===== config.mk =====
export PLATFORM = sky130hd
export DESIGN_NAME = piso_stream
export DESIGN_NICKNAME = d
export VERILOG_FILES = /design/src/rtl/piso_pkg.sv /design/src/rtl/piso_stream.sv
export SDC_FILE = /design/constraint.sdc
export NUM_CORES = 1
export LEC_CHECK = 0
export CAP_MARGIN = 20
export CORE_MARGIN = 5
export CORE_UTILIZATION = 45
export CTS_BUF_LIST = sky130_fd_sc_hd__clkbuf_16
export DETAILED_ROUTE_END_ITERATION = 8
export GPL_TIMING_DRIVEN = 1
export PLACE_DENSITY = 0.72
export SLEW_MARGIN = 0
export SYNTH_ARGS = -nofsm -noshare
export SYNTH_HDL_FRONTEND = slang
export SYNTH_SLANG_ARGS = --single-unit

===== constraint.sdc =====
create_clock -name clk -period 2 [get_ports clk]
set_input_delay 0.6 -clock clk [delete_from_list [all_inputs] [get_ports clk]]
set_output_delay 0.6 -clock clk [all_outputs]
set_load 0.01 [all_outputs]

===== src/rtl/piso_pkg.sv =====
//------------------------------------------------------------------------------
// Module   : piso_pkg
// Summary  : Shared state type and counter-width helper for piso_stream.
// Revision : 1.0
//------------------------------------------------------------------------------
`default_nettype none

package piso_pkg;

  typedef enum logic [0:0] {
    PISO_IDLE  = 1'b0,
    PISO_SHIFT = 1'b1
  } piso_state_e;

  // Bit counter must hold WIDTH-1; a 2-bit word still needs one counter bit.
  function automatic int piso_cnt_width(input int width);
    return (width <= 2) ? 1 : $clog2(width);
  endfunction

endpackage

`default_nettype wire


===== src/rtl/piso_stream.sv =====
//------------------------------------------------------------------------------
// Module   : piso_stream
// Summary  : Parameterised PISO with valid/ready load, shift-enable stall and
//            selectable bit order; gapless word streaming on the last bit.
// Revision : 1.0
//------------------------------------------------------------------------------
`default_nettype none

module piso_stream
  import piso_pkg::*;
#(
  parameter int WIDTH     = 8,
  parameter bit MSB_FIRST = 1'b1
) (
  input  logic             clk,
  input  logic             rst,
  input  logic             load_valid,
  output logic             load_ready,
  input  logic [WIDTH-1:0] parallel_in,
  input  logic             shift_en,
  output logic             serial_out,
  output logic             serial_valid,
  output logic             last,
  output logic             busy
);

  localparam int               CNT_W    = piso_cnt_width(WIDTH);
  localparam logic [CNT_W-1:0] LAST_CNT = CNT_W'(WIDTH - 1);

  piso_state_e      state_q, state_d;
  logic [WIDTH-1:0] shreg_q, shreg_d;
  logic [CNT_W-1:0] cnt_q, cnt_d;
  logic             serial_valid_q, serial_valid_d;
  logic             last_q, last_d;
  logic             serial_out_q, serial_out_d;

  logic             advance;
  logic             at_last;
  logic             accept;
  logic [WIDTH-1:0] shreg_shifted;

  assign advance    = (state_q == PISO_SHIFT) && shift_en;
  assign at_last    = (cnt_q == LAST_CNT);
  // Ready depends only on state, count and shift_en, never on load_valid.
  assign load_ready = (state_q == PISO_IDLE) || (advance && at_last);
  assign accept     = load_valid && load_ready;

  assign shreg_shifted = MSB_FIRST ? {shreg_q[WIDTH-2:0], 1'b0}
                                   : {1'b0, shreg_q[WIDTH-1:1]};

  always_comb begin
    state_d = state_q;
    shreg_d = shreg_q;
    cnt_d   = cnt_q;

    if (accept) begin
      shreg_d = parallel_in;
      cnt_d   = '0;
      state_d = PISO_SHIFT;
    end else if (advance) begin
      shreg_d = shreg_shifted;
      if (at_last) begin
        cnt_d   = '0;
        state_d = PISO_IDLE;
      end else begin
        cnt_d = cnt_q + CNT_W'(1);
      end
    end

    // Outputs are registered from the next-state values so they align with shreg_q.
    serial_valid_d = (state_d == PISO_SHIFT);
    last_d         = serial_valid_d && (cnt_d == LAST_CNT);
    serial_out_d   = serial_valid_d && (MSB_FIRST ? shreg_d[WIDTH-1] : shreg_d[0]);
  end

  always_ff @(posedge clk or negedge rst) begin
    if (!rst) begin
      state_q        <= PISO_IDLE;
      shreg_q        <= '0;
      cnt_q          <= '0;
      serial_valid_q <= 1'b0;
      last_q         <= 1'b0;
      serial_out_q   <= 1'b0;
    end else begin
      state_q        <= state_d;
      shreg_q        <= shreg_d;
      cnt_q          <= cnt_d;
      serial_valid_q <= serial_valid_d;
      last_q         <= last_d;
      serial_out_q   <= serial_out_d;
    end
  end

  assign serial_valid = serial_valid_q;
  assign serial_out   = serial_out_q;
  assign last         = last_q;
  assign busy         = serial_valid_q;

endmodule

`default_nettype wire


== Yosys cells after proc, flatten, opt, wreduce, memory -nomap -nowiden ==
Cells that the tools add are included.
W data, S select, Z words.
Word-level totals
  logic and storage cells: 25
  memories kept: 0
  bits in read-only memories: 0
  bits in latches: 0
  register bits after elaboration: 14
  output and inout port bits: 5
  RAM bits: 0
  bits of input ports: 12
Operators by class
  bitwise operators: 1
  reductions and logical operators: 7
  multiplexer cells: 8
  order comparisons: 0
  equal/unequal tests: 2
  shift operators: 0
  multiply operators: 0
  add/subtract/negate cells: 1
  div/mod/pow operators: 0
Operators by type and width (count)
  $mux W8: 2
  $mux W3: 3
  $eq A3 B3 Y1 const B: 2
  $logic_and A1 B1 Y1: 5
  $add A3 B1 Y3 const B: 1
  $mux W1: 3
  $reduce_bool A2 Y1: 1
  $logic_or A1 B1 Y1: 1
  $not A1 Y1: 1

== Longest topological paths before layout ==
Gate-level depths: netlist of run 1.
  depth in word-level cells: 7
  gate-level depth with buffers: 6
  gate-level depth less buffers: 5

== Least setup slack after synthesis of run 1 ==
Ideal clock, no wire load.
  path kind: flip-flop to flip-flop
  start: register cnt_q[0]
  end: register shreg_q[5]
  arrival time: 1.602 ns
  data required time: 1.876 ns
  stages on the path, launching flop included: 7
  period minus slack after synthesis: 1.726 ns
  path slack: 0.274 ns
  library setup time: 0.124 ns
  cells stage by stage: dfrtp_1 -> ha_1 -> ha_1 -> a21bo_4 -> and2_4 -> buf_6 -> a211o_1
On the way
  longest elaborated chain between the ends: 5
  elaborated cells between the ends (all ways): 6
  those cells by class: 1 x eq/ne; 1 x mux; 4 x reduce/logical
RTL lines
  start, declared: line piso_stream.sv:32  | logic [CNT_W-1:0] cnt_q, cnt_d;
  start signal, assigned: line piso_stream.sv:87  | cnt_q <= cnt_d;
  $eq A3 B3 Y1 *: line piso_stream.sv:43  | assign at_last = (cnt_q == LAST_CNT);
  $logic_and A1 B1 Y1 *: line piso_stream.sv:45  | assign load_ready = (state_q == PISO_IDLE) || (advance && at_last);
  $logic_or A1 B1 Y1 *: line piso_stream.sv:45
  via load_ready: line piso_stream.sv:18  | output logic load_ready,
  $logic_and A1 B1 Y1 *: line piso_stream.sv:46  | assign accept = load_valid && load_ready;
  $mux W8 / $reduce_bool A2 Y1 (equally long branches)
  end signal, assigned: line piso_stream.sv:86  | shreg_q <= shreg_d;
  end, declared: line piso_stream.sv:31  | logic [WIDTH-1:0] shreg_q, shreg_d;
Mark *: on every way through the listed nets, which the timed path passes. The rest lies on a longest branch.
A chain may end at the register's enable or synchronous reset.

== Final worst setup path of run 1 ==
  start: register cnt_q[1]
  end: output load_ready
On the way
  longest elaborated chain between the ends: 3
RTL lines (line)
  $eq A3 B3 Y1: piso_stream.sv:43
  $logic_and A1 B1 Y1: piso_stream.sv:45
  $logic_or A1 B1 Y1: piso_stream.sv:45
  end, declared: piso_stream.sv:18
No other way between the ends.

==> flow_metrics.py, run 1 <==
metrics = {
    "timing": {
        "rsz0062_at_grt": "false",
        "worst_pin_slew_ns": 0.266,
        "hold_violations": 0,
        "fin_ws_ns": 0.0485,
        "period_share_pct": 97.6,
        "fin_setup_tns_ns": 0,
        "clock.fmax_mhz": 512,
        "report.final.slew_viol_count": 0,
        "clock_skew_ns": 0.00234,
        "setup_viol": 0,
        "slew_headroom_pct": 82.2,
        "min_period_ns": 1.95,
    },
    "yosys": {
        "synth_warnings": 0,
        "yosysSeqAreaShare_pct": 42.3,
        "syn_nets": 103,
        "syn_inst": 89,
        "ys_ff_latch": 14,
        "synth_area_sq_um": 828,
        "ys_types": 24,
        "syn_avg_cell_area_sq_um": 9.31,
    },
    "placement": {
        "dpl_cell_area_sq_um": 1050,
        "dp_hpwl_mm": 1.38,
        "place_ws_ns": -0.391,
        "routabilityCongestion": 0.805,
        "dpl.cell_count": 132,
        "port_buffers": 16,
    },
    "final_layout": {
        "fillerInstances": 166,
        "fin_nets": 126,
        "design_area_sq_um": 1130,
        "area.sequential_sq_um": 350,
        "final_cell_mix": "dfrtp_1, clkdlybuf4s50_1, nand3_1, nand2_1, buf_4",
        "n_antenna_cell": 0,
        "drive_above_1_share_pct": 16.2,
        "fin_util_pct": 64.9,
        "final_cells": 136,
        "multi_input_area_sq_um": 440,
        "area_delta_synth_final_pct": 36.9,
    },
    "route": {
        "vias": 732,
        "wire_per_inst_microns": 13.8,
        "firstDrtPassIters": 4,
        "ant_nets": 0,
        "drc_errors": 0,
        "drt-initial-drc-count": 9,
        "totalWireLength_mm": 1.88,
        "via_per_inst": 5.38,
    },
    "critical_path": {
        "startpoint_type": "flip-flop",
        "rrSetupSlack_ns": 0.29,
        "endpoint_kind": "primary output",
        "reg2reg_depth": 6,
        "slowest_delay_ns": 0.40,
        "worstPathCellList": "ha_2 -> ha_4 -> a21bo_4 -> buf_2",
        "worstPathRequired_ns": 1.40,
        "arrival_ns": 1.35,
        "reg2reg_to": "shreg_q[4]$_DFFE_PN0P_",
        "critPathSlowestCell": "dfrtp_1",
        "crit_type": "flip-flop to primary output",
        "crit_path_max_fanout": 3,
        "r2r_start": "cnt_q[1]$_DFF_PN0_",
    },
    "die": {
        "die_y_microns": 52.9,
        "num_io_pins": 17,
        "die_area_sq_um": 2800,
        "die_w_microns": 52.9,
        "core_sq_um": 1750,
        "start_util_pct": 47.5,
        "num_rows": 15,
    },
    "clocking": {
        "htree_levels": 1,
        "cts_resized": 8,
        "path_clk_slew_ns": 0.05,
        "clock_path_buffers": 2,
        "clock_latency_ns": 0.24,
        "cts_tree": "yes",
        "cts-root-buf": "clkbuf_16",
        "post-cts-setup-buffers": 0,
        "hold_buffers": 0,
        "cts_buffers": 3,
        "cts_num_sinks": 14,
    },
    "worst_hold_path": {
        "worstHoldStart": "cnt_q[1]$_DFF_PN0_",
        "worstHoldPathCells": 2,
        "hold_class": "flip-flop to flip-flop",
        "whs_endpoint": "cnt_q[1]$_DFF_PN0_",
    },
    "global_route": {
        "grt_pass1_wl_mm": 3.18,
        "grt_overflow": 0,
        "grt_pass1_vias": 721,
        "antenna_found_initial": 0,
        "grt_use_total_pct": 16.1,
        "grt_max_degree": 27,
    },
    "power": {
        "max-vdd-ir-drop_uv": 637,
        "p_leak_nw": 0.519,
        "p_per_area_nw_per_um2": 1140,
    },
    "run_status": {
        "status": "finished, final reports clean",
    },
    "run": {
        "cap_violations": 0,
    },
}
## sequential cells by signal (all words and copies together), names as in the netlist
name and cells:
shreg_q 8, cnt_q 3, busy 1, last 1
serial_out 1
## cells by family after synthesis
kind of cell               share of synthesized area (%)
muxes                                               4.83
DFF                                                 42.3
AOI/OAI and AO/OA                                   21.6
and+or+nand+nor                                     21.9
adders and majority gates                           3.02
buffers and inverters                               6.34
## routing by layer
layer / vias to the layer above / part of all wire, % / track usage, %
met1: 349 / 45 / 20.1
met2: 11 / 50 / 25.2
met5: - / 0 / 0
met3: 4 / 3.3 / 3.38
met4: 0 / 1.8 / 9.79
li1: 368 / - / -
## critical path: cells and delay by family, from the launching register on
family	cells	cell delay, ns
adders and majority gates	2	0.38
DFF	1	0.40
AOI/OAI and AO/OA	1	0.20
buffers and inverters	1	0.13
## synth_stat cells (all sizes together)
cell,number,area [sq um]
nand3,10,50.1
nor2b,1,6.26
buf,6,41.3
clkbuf,2,7.51
a21oi,9,45.0
a22o,1,8.76
ha,2,25.0
dfrtp,14,350
or4b,1,10.0
o221ai,1,8.76
nand2,10,37.5
nor2,1,3.75
and2,1,8.76
a21bo,1,16.3
nand4,1,6.26
o21ai,2,10.0
mux2i,4,40.0
inv,1,3.75
and3b,1,8.76
o22ai,6,37.5
nand2b,8,50.1
a211o,6,52.6
## report_power, final
part | internal (mW) | switching [mW]
Sequential | 0.386 | 0.0714
Combinational | 0.251 | 0.198
Clock | 0.265 | 0.118
Total | 0.902 | 0.388
## how the worst max path moves through the flow
stage                             from                endpoint  slack (ns)  cells after the start
floorplan           cnt_q[0]$_DFF_PN0_  shreg_q[5]$_DFFE_PN0P_        0.27                      6
global placement              shift_en              load_ready       -0.40                      3
detailed placement            shift_en              load_ready       -0.39                      3
CTS                 cnt_q[1]$_DFF_PN0_              load_ready        0.03                      4
global route        cnt_q[1]$_DFF_PN0_              load_ready       0.007                      4
finish              cnt_q[1]$_DFF_PN0_              load_ready        0.05                      4
## stage by stage
stage	power (mW)	hold WS, ns
6_report	1.29	0.564
2_1_floorplan	0.735	0.304
5_1_grt	1.39	0.594
3_5_place_dp	0.898	0.551
4_1_cts	1.30	0.576
3_3_place_gp	0.873	0.537
## area by class of cell
type                            instances  share of cell area, %
Multi-Input combinational cell         66                   38.9
Sequential cell                        14                   30.9
Clock buffer                            3                   6.62
Tap cell                               25                   2.76
Inverter                                1                  0.331
Clock inverter                          1                  0.331
Timing Repair Buffer                   26                   20.2
(Power assumes the default switching activity.)
==> run 2: changes to the inputs <==
--- a/config.mk
+++ b/config.mk
@@ -6,7 +6,6 @@
 export NUM_CORES = 1
 export LEC_CHECK = 0
 export CAP_MARGIN = 20
-export CORE_MARGIN = 5
 export CORE_UTILIZATION = 45
 export CTS_BUF_LIST = sky130_fd_sc_hd__clkbuf_16
 export DETAILED_ROUTE_END_ITERATION = 8
==> run 2 against run 1 <==
Via count is 1.9% lower. Critical path depth stayed put. Wire length is 8.4% lower. Sequential share of layout area is 0.34 points higher. Core utilization hardly changed. Non-clock buffer count stayed put. Final area is 1.1% lower. Critical path type unchanged.
==> flow_metrics.py, run 2 (same netlist as run 1, synthesis figures left out) <==
metrics = {
    "timing": {
        "fin_setup_tns_ns": 0,
        "setup_viol": 0,
        "rsz0062_at_grt": "false",
        "report.final.slew_viol_count": 0,
        "slew_headroom_pct": 81.2,
        "min_period_ns": 1.95,
        "hold_ws_ns": 0.551,
        "worst_pin_slew_ns": 0.281,
        "clock_skew_ns": 0.000910,
        "hold_violations": 0,
        "clock.fmax_mhz": 513,
        "period_share_pct": 97.4,
    },
    "critical_path": {
        "crit_type": "flip-flop to primary output",
        "arrival_ns": 1.35,
        "reg2reg_depth": 6,
        "endpoint_kind": "primary output",
        "startpoint_type": "flip-flop",
        "worstPathRequired_ns": 1.40,
        "crit_path_max_fanout": 2,
    },
    "die": {
        "die_w_microns": 44.9,
        "core_sq_um": 1730,
        "num_rows": 15,
        "die_area_sq_um": 2020,
        "die_y_microns": 44.9,
        "num_io_pins": 17,
        "start_util_pct": 48.0,
    },
    "clocking": {
        "cts_num_sinks": 14,
        "clock_path_buffers": 2,
        "htree_levels": 1,
        "cts-root-buf": "clkbuf_16",
        "cts_buffers": 3,
        "clock_latency_ns": 0.24,
        "path_clk_slew_ns": 0.05,
        "cts_tree": "yes",
    },
    "worst_hold_path": {
        "hold_class": "flip-flop to flip-flop",
        "worstHoldPathCells": 2,
    },
    "final_layout": {
        "final_cell_mix": "dfrtp_1, clkdlybuf4s50_1, nand3_1, nand2_1, buf_4",
        "fin_nets": 126,
        "reg.largest.list": "shreg_q (8), cnt_q (3)",
        "n_antenna_cell": 0,
        "regMostFlops": "shreg_q",
        "fin_util_pct": 64.9,
        "drive_above_1_share_pct": 15.3,
        "area_delta_synth_final_pct": 35.3,
        "largest_reg_flops": 8,
        "fillerInstances": 146,
    },
    "global_route": {
        "grt_pass1_vias": 642,
        "antenna_found_initial": 0,
        "grt_overflow": 0,
        "grt_max_degree": 27,
        "grt_pass1_wl_mm": 2.79,
        "grt_use_total_pct": 19.2,
    },
    "route": {
        "wire_per_inst_microns": 12.6,
        "via_per_inst": 5.28,
        "drc_errors": 0,
        "firstDrtPassIters": 4,
        "drt-initial-drc-count": 13,
        "totalWireLength_mm": 1.72,
        "vias": 718,
        "ant_nets": 0,
    },
    "placement": {
        "routabilityCongestion": 0.818,
        "port_buffers": 16,
        "dp_hpwl_mm": 1.15,
    },
    "power": {
        "intPower_uw": 900,
        "combPwrFrac_pct": 34.8,
        "max-vdd-ir-drop_uv": 765,
        "total_power_mw": 1.27,
        "p_per_area_nw_per_um2": 1140,
        "p_clk_share_pct": 30.0,
        "switching_power_uw": 375,
        "p_leak_nw": 0.520,
        "p_seq_share_pct": 35.2,
        "p_sw_share_pct": 29.4,
    },
    "run_status": {
        "status": "finished, final reports clean",
    },
    "run": {
        "cap_violations": 0,
    },
}
run 2: cell count changes in the layout (fill, tap and decap cells not counted):
cell,delta
ha_1,+1
ha_4,-1
run 2: cell type report:
cell class	count	area, sq um	share of cell area, %
clock buffers	3	75.1	6.70
well taps	25	31.3	2.79
inverters	1	3.75	0.335
flip-flops and latches	14	350	31.2
clock inverters	1	3.75	0.335
repair buffers	26	229	20.4
multi-input cells	66	428	38.2
run 2: power by group through the flow:
stage / clock network, mW / registers [mW] / logic (mW)
finish: 0.382 / 0.449 / 0.444
detailed placement: 0 / 0.453 / 0.446
global route: 0.397 / 0.457 / 0.495
CTS: 0.389 / 0.449 / 0.448
global placement: 0 / 0.449 / 0.436
floorplan: 0 / 0.452 / 0.283
run 2: critical path: stages, from the launching register on:
cell,delay (ns)
dfrtp_1,0.37
ha_1,0.20
ha_2,0.19
a21bo_4,0.21
buf_2,0.13
run 2: worst paths after layout:
path | start | endpoint | slack, ns
max | cnt_q[0]$_DFF_PN0_ | load_ready | 0.05
min in group asynchronous | rst | cnt_q[2]$_DFF_PN0_ | 0.67
min | cnt_q[2]$_DFF_PN0_ | cnt_q[2]$_DFF_PN0_ | 0.55
max reg2reg | cnt_q[0]$_DFF_PN0_ | shreg_q[5]$_DFFE_PN0P_ | 0.30
max in group asynchronous | rst | shreg_q[3]$_DFFE_PN0P_ | 1.16
min reg2reg | cnt_q[2]$_DFF_PN0_ | cnt_q[2]$_DFF_PN0_ | 0.55
run 2: repair_timing:
item | 4_1_cts | 5_1_grt
buffers inserted | 0 | 0
hold buffers | 0 | 0
setup endpoints to repair | 1 | 0
resized for setup | 6 | 0
run 2: metal layers:
metal | vias up | wire length (microns) | track usage (%) | share of wire (%)
met5 | - | 0 | 0 | 0
met4 | 0 | 32 | 9.09 | 1.9
met3 | 5 | 48 | 3.60 | 2.8
met2 | 15 | 825 | 30.6 | 48
met1 | 334 | 813 | 25.2 | 47
li1 | 364 | - | - | -
run 2: metrics by stage:
step / std cells / area, sq um / setup slack [ns]
6_report: 136 / 1120 / 0.0524
5_1_grt: 136 / 1120 / 0.0144
4_1_cts: 136 / 1120 / 0.0413
3_5_place_dp: 132 / 1050 / -0.357
3_3_place_gp: 132 / 1050 / -0.350
2_1_floorplan: 89 / 828 / 0.274
